### src/rtl/napot_encoder.sv
// ---------------------------------------------------------------------------
// napot_encoder
//
// Turns a (base, size code k) region request into a RISC-V NAPOT pmpaddr
// value and writes it to pmpaddr<idx> through a simple CSR write port.
// Region size is 8 << k bytes.
//
// Requests are checked first. They are rejected if k > 29 or if base is not
// aligned to the region size. The trailing-ones mask is built one bit per
// cycle during ENCODE, so a request of size code k spends k cycles there.
//
// Ports
//   clk, rst_n        rising-edge clock, synchronous active-low reset
//   req_valid/ready   request handshake; req_ready is high only in IDLE
//   req_base          region base byte address
//   req_k             size code (size = 8 << k bytes), legal 0..29
//   req_idx           PMP entry index (pmpaddr0..15)
//   csr_we/addr/wdata CSR write request, held until csr_ack is sampled high
//   csr_ack           CSR write accepted
//   resp_valid/ready  response handshake
//   resp_err          request rejected; no CSR write was issued
//   resp_pmpaddr      encoded pmpaddr value (0 when resp_err = 1)
// ---------------------------------------------------------------------------
`timescale 1ns/1ps
module napot_encoder (
    input  logic        clk,
    input  logic        rst_n,
    input  logic        req_valid,
    output logic        req_ready,
    input  logic [31:0] req_base,
    input  logic [4:0]  req_k,
    input  logic [3:0]  req_idx,
    output logic        csr_we,
    output logic [11:0] csr_addr,
    output logic [31:0] csr_wdata,
    input  logic        csr_ack,
    output logic        resp_valid,
    input  logic        resp_ready,
    output logic        resp_err,
    output logic [31:0] resp_pmpaddr
);

    typedef enum logic [2:0] {
        IDLE   = 3'd0,
        CHECK  = 3'd1,
        ENCODE = 3'd2,
        WRITE  = 3'd3,
        RESP   = 3'd4
    } state_t;

    localparam logic [11:0] PMPADDR0 = 12'h3B0;

    state_t      state_q, state_d;
    logic [31:0] base_q, base_d;
    logic [4:0]  k_q, k_d;
    logic [3:0]  idx_q, idx_d;
    logic [31:0] mask_q, mask_d;
    logic [4:0]  cnt_q, cnt_d;
    logic        csr_we_q, csr_we_d;
    logic [11:0] csr_addr_q, csr_addr_d;
    logic [31:0] csr_wdata_q, csr_wdata_d;
    logic        resp_valid_q, resp_valid_d;
    logic        resp_err_q, resp_err_d;
    logic [31:0] resp_pmpaddr_q, resp_pmpaddr_d;

    // Alignment mask (8 << k) - 1 is formed in 33 bits so k = 29, where the
    // region spans the whole 4 GB space, does not wrap to zero.
    logic [32:0] align_mask;
    logic        chk_err;

    assign align_mask = (33'd8 << k_q) - 33'd1;
    assign chk_err    = (k_q > 5'd29) || ((base_q & align_mask[31:0]) != 32'd0);

    // The base is aligned to 8 << k bytes whenever we get past CHECK, so
    // bits k-1..0 of base >> 2 are zero and the OR just fills them with ones.
    logic [31:0] base_word;
    assign base_word = {2'b00, base_q[31:2]};

    always_comb begin
        state_d        = state_q;
        base_d         = base_q;
        k_d            = k_q;
        idx_d          = idx_q;
        mask_d         = mask_q;
        cnt_d          = cnt_q;
        csr_we_d       = csr_we_q;
        csr_addr_d     = csr_addr_q;
        csr_wdata_d    = csr_wdata_q;
        resp_valid_d   = resp_valid_q;
        resp_err_d     = resp_err_q;
        resp_pmpaddr_d = resp_pmpaddr_q;

        case (state_q)
            IDLE: begin
                if (req_valid) begin
                    base_d  = req_base;
                    k_d     = req_k;
                    idx_d   = req_idx;
                    state_d = CHECK;
                end
            end

            CHECK: begin
                mask_d = 32'd0;
                cnt_d  = 5'd0;
                if (chk_err) begin
                    state_d        = RESP;
                    resp_valid_d   = 1'b1;
                    resp_err_d     = 1'b1;
                    resp_pmpaddr_d = 32'd0;
                end else if (k_q == 5'd0) begin
                    // Size code 0: no trailing ones, write base >> 2 directly.
                    state_d     = WRITE;
                    csr_we_d    = 1'b1;
                    csr_addr_d  = PMPADDR0 + {8'd0, idx_q};
                    csr_wdata_d = base_word;
                end else begin
                    state_d = ENCODE;
                end
            end

            ENCODE: begin
                mask_d = {mask_q[30:0], 1'b1};
                cnt_d  = cnt_q + 5'd1;
                if (cnt_q == k_q - 5'd1) begin
                    // Last shift: load the write port with the final mask so
                    // csr_wdata is registered on entry to WRITE.
                    state_d     = WRITE;
                    csr_we_d    = 1'b1;
                    csr_addr_d  = PMPADDR0 + {8'd0, idx_q};
                    csr_wdata_d = base_word | mask_d;
                end
            end

            WRITE: begin
                if (csr_ack) begin
                    state_d        = RESP;
                    csr_we_d       = 1'b0;
                    resp_valid_d   = 1'b1;
                    resp_err_d     = 1'b0;
                    resp_pmpaddr_d = csr_wdata_q;
                end
            end

            RESP: begin
                if (resp_ready) begin
                    state_d      = IDLE;
                    resp_valid_d = 1'b0;
                end
            end

            default: begin
                state_d = IDLE;
            end
        endcase
    end

    always_ff @(posedge clk) begin
        if (!rst_n) begin
            state_q        <= IDLE;
            base_q         <= 32'd0;
            k_q            <= 5'd0;
            idx_q          <= 4'd0;
            mask_q         <= 32'd0;
            cnt_q          <= 5'd0;
            csr_we_q       <= 1'b0;
            csr_addr_q     <= 12'd0;
            csr_wdata_q    <= 32'd0;
            resp_valid_q   <= 1'b0;
            resp_err_q     <= 1'b0;
            resp_pmpaddr_q <= 32'd0;
        end else begin
            state_q        <= state_d;
            base_q         <= base_d;
            k_q            <= k_d;
            idx_q          <= idx_d;
            mask_q         <= mask_d;
            cnt_q          <= cnt_d;
            csr_we_q       <= csr_we_d;
            csr_addr_q     <= csr_addr_d;
            csr_wdata_q    <= csr_wdata_d;
            resp_valid_q   <= resp_valid_d;
            resp_err_q     <= resp_err_d;
            resp_pmpaddr_q <= resp_pmpaddr_d;
        end
    end

    // Gated by rst_n so the block never advertises readiness while held in reset.
    assign req_ready    = (state_q == IDLE) && rst_n;
    assign csr_we       = csr_we_q;
    assign csr_addr     = csr_addr_q;
    assign csr_wdata    = csr_wdata_q;
    assign resp_valid   = resp_valid_q;
    assign resp_err     = resp_err_q;
    assign resp_pmpaddr = resp_pmpaddr_q;

endmodule

### config.mk
export PLATFORM = sky130hd
export DESIGN_NAME = napot_encoder
export DESIGN_NICKNAME = d
export VERILOG_FILES = /design/src/rtl/napot_encoder.sv
export SDC_FILE = /design/constraint.sdc
export NUM_CORES = 1
export LEC_CHECK = 0
export CAP_MARGIN = 20
export CELL_PAD_IN_SITES_DETAIL_PLACEMENT = 1
export CELL_PAD_IN_SITES_GLOBAL_PLACEMENT = 1
export CORE_AREA = 2 2 136 138
export DETAILED_ROUTE_END_ITERATION = 16
export DIE_AREA = 0 0 138 140
export PLACE_DENSITY_LB_ADDON = 0.1
export SYNTH_ARGS = -nofsm -noshare
export SYNTH_HDL_FRONTEND = slang
export SYNTH_SLANG_ARGS = --single-unit
### constraint.sdc
create_clock -name clk -period 6.25 [get_ports clk]
set_input_delay 0.625 -clock clk [delete_from_list [all_inputs] [get_ports clk]]
set_output_delay 0.625 -clock clk [all_outputs]
set_load 0.01 [all_outputs]
# --- Word level (Yosys, flattened, before mapping) ---
# Index checks and enable logic that the tools add are counted.
word_totals:
  inputBits: 46
  out_inout_bits: 80
  reg_bits: 159
  word_cells: 77
op_classes:
  addsub: 4
  shift: 1
  n_eq_ne: 12
  muxes: 30
  n_reduce_logical: 15
  order_cmp: 1
  n_bitwise: 2
ops:
  columns: ["operator", "count"]
  rows:
  - ["2-to-1 mux 32 bit", 5]
  - ["case mux 32 bit (2 select lines)", 2]
  - ["case mux 31 bit (2 select lines)", 1]
  - ["2-to-1 mux 12 bit", 3]
  - ["bitwise AND 32 bit", 1]
  - ["OR 30 x 32 -> 32 bit", 1]
  - ["nonzero test 32 bit", 1]
  - ["left shift 4 x 5 -> 32 bit, first input constant", 1]
  - ["subtractor 32 x 1 -> 32 bit, second input constant", 1]
  - ["case mux 12 bit (2 select lines)", 1]
  - ["2-to-1 mux 3 bit", 5]
  - ["case mux 3 bit (5 select lines)", 1]
  - ["!= test 2 bit, second input constant", 7]
  - ["AND reduction 4 bit", 3]
  - ["adder 10 x 4 -> 11 bit, first input constant", 1]
  - ["case mux 5 bit (2 select lines)", 1]
  - ["2-to-1 mux 1 bit", 8]
  - ["equality test 3 x 2 -> 1 bit, second input constant", 2]
  - ["case mux 1 bit (3 select lines)", 2]
  - ["nonzero test 3 bit", 2]
  - ["adder 5 x 1 -> 5 bit, second input constant", 1]
  - ["equality test 5 bit", 1]
  - ["greater-than comparator 5 bit, second input constant", 1]
  - ["zero test 5 bit", 1]
  - ["other kinds (11)", 12]

# --- Logic depth before layout (Yosys ltp) ---
logic_depth:
  word_depth: 7
  mapped_depth: 19
  depth_no_buf: 14

# --- Worst setup path before layout ---
# No wires, ideal clock.
synth_timing:
  path_type: "register -> register"
  from: "reg k_q[0]"
  to: "reg state_q[2]"
  setup_time_ns: 0.115
  period_less_slack_ns: 3.642
  required_time_ns: 6.135
  path_buffers: 4
  path_stages_with_launch: 19
  arrival_ns: 3.527
  setup_slack_ns: 2.608
  path_cell_list: "dfxtp_1 > inv_1 > ha_1 > buf_4 > nand2b_1 > nor2_1 > inv_1 > ha_1 > buf_2 > or3b_1 > nand2_1 > o32ai_1 > or4_1 > a2111o_1 > nor2_4 > a22oi_2 > buf_6 > buf_6 > o21a_1"
synth_between:
  elab_chain_cells: 7
  elab_cells_between_ends: 12
  classes_between: "2 x add/sub; 1 x order compare; 2 x eq/ne; 1 x shift; 2 x mux; 1 x bitwise; 3 x reduce/logical"
synth_lines:
  columns: ["element", "line", "text"]
  rows:
  - ["start: declaration", "55", "logic [4:0] k_q, k_d;"]
  - ["start signal: assignment", "175", "k_q <= k_d;"]
  - ["left shift 4 x 5 -> 32 bit", "71", "assign align_mask = (33'd8 << k_q) - 33'd1;"]
  - ["subtractor 32 x 1 -> 32 bit", "71", null]
  - ["bitwise AND 32 bit", "72", "assign chk_err = (k_q > 5'd29) || ((base_q & align_mask[31:0]) != 32'd0);"]
  - ["nonzero test 32 bit", "72", null]
  - ["logical OR 1 bit", "72", null]
  - ["2-to-1 mux 3 bit", "106", "if (chk_err) begin"]
  - ["case mux 3 bit (5 select lines)", "93", "case (state_q)"]
  - ["end signal: assignment", "173", "state_q <= state_d;"]
  - ["end: declaration", "53", "state_t state_q, state_d;"]
# Parallel ways exist; a longest one is shown, timed or not.
# A chain may end at the register's enable or synchronous reset.

# --- Worst setup path in the final report ---
layout_timing:
  from: "reg k_q[0]"
  to: "reg csr_wdata_q[0] (netlist: csr_wdata[0])"
layout_between:
  elab_chain_cells: 7
  elab_cells_between_ends: 13
  classes_between: "2 x add/sub; 1 x order compare; 4 x eq/ne; 1 x shift; 1 x bitwise; 4 x reduce/logical"
layout_lines:
  columns: ["element", "line", "text"]
  rows:
  - ["left shift 4 x 5 -> 32 bit", "71", null]
  - ["subtractor 32 x 1 -> 32 bit", "71", null]
  - ["bitwise AND 32 bit", "72", null]
  - ["nonzero test 32 bit", "72", null]
  - ["logical OR 1 bit", "72", null]
  - ["!= test 2 bit (no line)", null, null]
  - ["AND reduction 4 bit (no line) *", null, null]
  - ["end signal: assignment", "181", "csr_wdata_q <= csr_wdata_d;"]
  - ["end: declaration", "61", "logic [31:0] csr_wdata_q, csr_wdata_d;"]
# Every way passes the cells marked *; elsewhere a longest branch is shown, timed or not.

==> out/results.txt <==
run status - completed
Worst Path Max Fanout - 36
Die Wd - 138 microns
initial antenna violation count - 0
number of global-route vias before repair - 6,702
Max clock buf depth - 2
fmax - 0.214 GHz
DRT iter0 DRCs - 458
H-tree depth - 4
total grt overflow - 0
Final Net Count - 1,052
#FFs+latches synth - 152
Synth Area per Inst - 8.12 sq um
# fillers - 2,169
Final setup viols - 0
Inserted Clock Buffers - 17
layout cell share with drive strength beyond 1 - 6.13%
Max IR drop VDD - 0.204 mV
Crit. End Element - flip-flop
die area - 19,300 sq um
Relative slew margins - 41.3%
TritonRoute pass-1 iters - 5
Antenna Nets Post-Route - 0
max cap viols - 0
Site Rows - 49
post-route clock period utilization - 74.7%
leak pwr - 3.60 nW
post-synthesis sequential area ratio - 40.3%
worst setup margin - 1580 ps
initial cell density of the core - 42.5%
Vias/cell - 5.45
final hold violations - 0
die height - 140 microns
total track usage - 22.6%
core area - 17,800 sq um
distinct cell type count after synthesis - 71
Worst EP required - 6590 ps
RSZ-0062 raised after global routing - false
via count - 6,768
# resized after CTS - 0
Setup TNS - 0 ps
min cycle time layout - 4670 ps
DR WL/cell - 17.5 microns
PortBufs - 122
CTS Root Cell - clkbuf_16
class of the worst hold path - flip-flop to flip-flop
first-pass GRT wire length - 35.6 mm
# IOs - 126
Final Wtd Congestion - 0.930
worst clock skew - 7.50 ps
DRC Markers - 0
worst-skew pair later-pin latency - 430 ps
Reg area - 3040 sq um
Post-synth EDFFs - 0
crit path kind - flip-flop to flip-flop
Yosys warnings - 0
Final Core Density - 52.2%
Clk pin slew, worst setup/hold paths - 70 ps
Slew Limit Fails - 0
Least-Margin Pin Slew - 881 ps
Synth Flop Type - dfxtp_1
Synth async-reset ratio - 0%
P&R area growth vs syn - 23.0%
# diodes - 0
cts hold-fix bufs - 0
Syn Inst Count - 930
dpl ws - 1610 ps
CTS sink cnt - 152
drt total wl - 21.7 mm
# Post-CTS Setup Buffers - 0
Arr. time, crit path - 5000 ps
footprint of the multi-input gates - 3960 sq um
Cell Area, Synth - 7550 sq um
pwr/cell area - 310 nW/um^2
CTS tree - done
largest net degree at the start of global routing - 89
Final HPWL DP - 15.3 mm
element type at the critical path start - flip-flop
Fin Hold WS - 456 ps
## flip-flops by register name (all words and copies together) (netlist names)
register      flops
resp_pmpaddr     32
mask_q           31
state_q           3
csr_addr          5
k_q               5
resp_err          1
resp_valid        1
csr_we            1
cnt_q             5
base_q           32
idx_q             4
csr_wdata        32
## metal layers
metal | GRT usage, % | vias up | part of all wire [%]
met5 | 0 | - | 0
met3 | 4.89 | 38 | 4.9
li1 | - | 3342 | -
met2 | 37.0 | 181 | 47
met1 | 29.8 | 3207 | 46
met4 | 7.09 | 0 | 2.2
## final cells by class
type,count,share of cell area [%]
clock buffer,19,4.88
tap,229,3.09
inverter,20,0.808
sequential,152,32.8
clock inverter,13,1.71
multi-input combinational,674,42.7
timing repair buffer,134,14.1
## power breakdown
group	internal, mW	switching, mW	total [mW]
clock	0.623	0.456	1.08
combinational	0.271	0.453	0.724
sequential	1.02	0.0603	1.08
total	1.91	0.969	2.88
## cells in the final DEF, fill, tap and decap left out, drive strengths merged, types with 5 or more instances in the layout
| master | n |
|---|---|
| mux2i | 69 |
| o22ai | 5 |
| nor2 | 50 |
| nand2 | 229 |
| a22oi | 24 |
| nand3 | 47 |
| nand2b | 8 |
| a21oi | 68 |
| a211oi | 6 |
| dfxtp | 152 |
| inv | 27 |
| a21o | 21 |
| clkbuf | 19 |
| buf | 13 |
| o21ai | 20 |
| clkdlybuf4s50 | 121 |
| xnor2 | 10 |
| nand3b | 6 |
| nor3 | 10 |
| ha | 7 |
| nand4 | 7 |
## path summary, 6_finish.rpt
path | cells after the start | startpoint | end | slack (ps)
min | 2 | base_q[20]$_SDFFE_PN0P_ | base_q[20]$_SDFFE_PN0P_ | 460
max reg2reg | 15 | k_q[0]$_SDFFE_PN0P_ | csr_wdata[0]$_SDFFE_PN0P_ | 1580
min reg2reg | 2 | base_q[20]$_SDFFE_PN0P_ | base_q[20]$_SDFFE_PN0P_ | 460
max | 15 | k_q[0]$_SDFFE_PN0P_ | csr_wdata[0]$_SDFFE_PN0P_ | 1580
## synthesized netlist by cell type, types with 4 or more instances
cell	instances	area, sq um
inv_1	19	71.3
nor3_1	9	45.0
xor2_1	4	35.0
buf_4	11	82.6
buf_6	10	113
nand2b_1	8	50.1
a21oi_1	67	335
nand3_1	47	235
nand3b_1	6	45.0
a22oi_1	23	173
o21ai_1	4	20.0
o2111ai_1	4	35.0
a211oi_1	5	37.5
ha_1	7	87.6
xnor2_1	10	87.6
nand4_1	6	37.5
a21o_1	21	158
mux2i_1	69	691
nand2_1	229	860
o22ai_1	4	25.0
clkbuf_1	53	199
nor3b_1	4	30.0
o32ai_1	4	35.0
nor2b_1	4	25.0
buf_2	8	40.0
o21ai_0	16	80.1
dfxtp_1	152	3040
nor2_1	48	180
## kinds of logic after synthesis
family          share of synthesized area [%]
xor+xnor                                 1.62
flops                                    40.3
other cells                            0.0497
compound gates                           16.4
buf+inv                                  7.59
simple gates                             23.7
fa+ha+maj                                1.16
mux                                      9.15
## critical path, stage by stage (launching register included)
cell	delay, ps
dfxtp_1	440
inv_1	120
ha_1	510
nand2b_1	270
nor2_1	80
inv_1	100
ha_1	600
or3b_1	470
nand2_1	90
o32ai_1	100
or4_1	520
a2111o_1	340
nor2_4	220
a21oi_4	80
buf_4	330
a221oi_1	290
## through the flow
step,instances,power [mW],cell area [sq um]
CTS,1241,2.90,9290
global placement,1209,1.82,8670
global route,1241,3.01,9290
finish,1241,2.88,9290
detailed placement,1209,1.82,8670
floorplan,932,1.63,7560
Power figures use the tool's default switching activity.
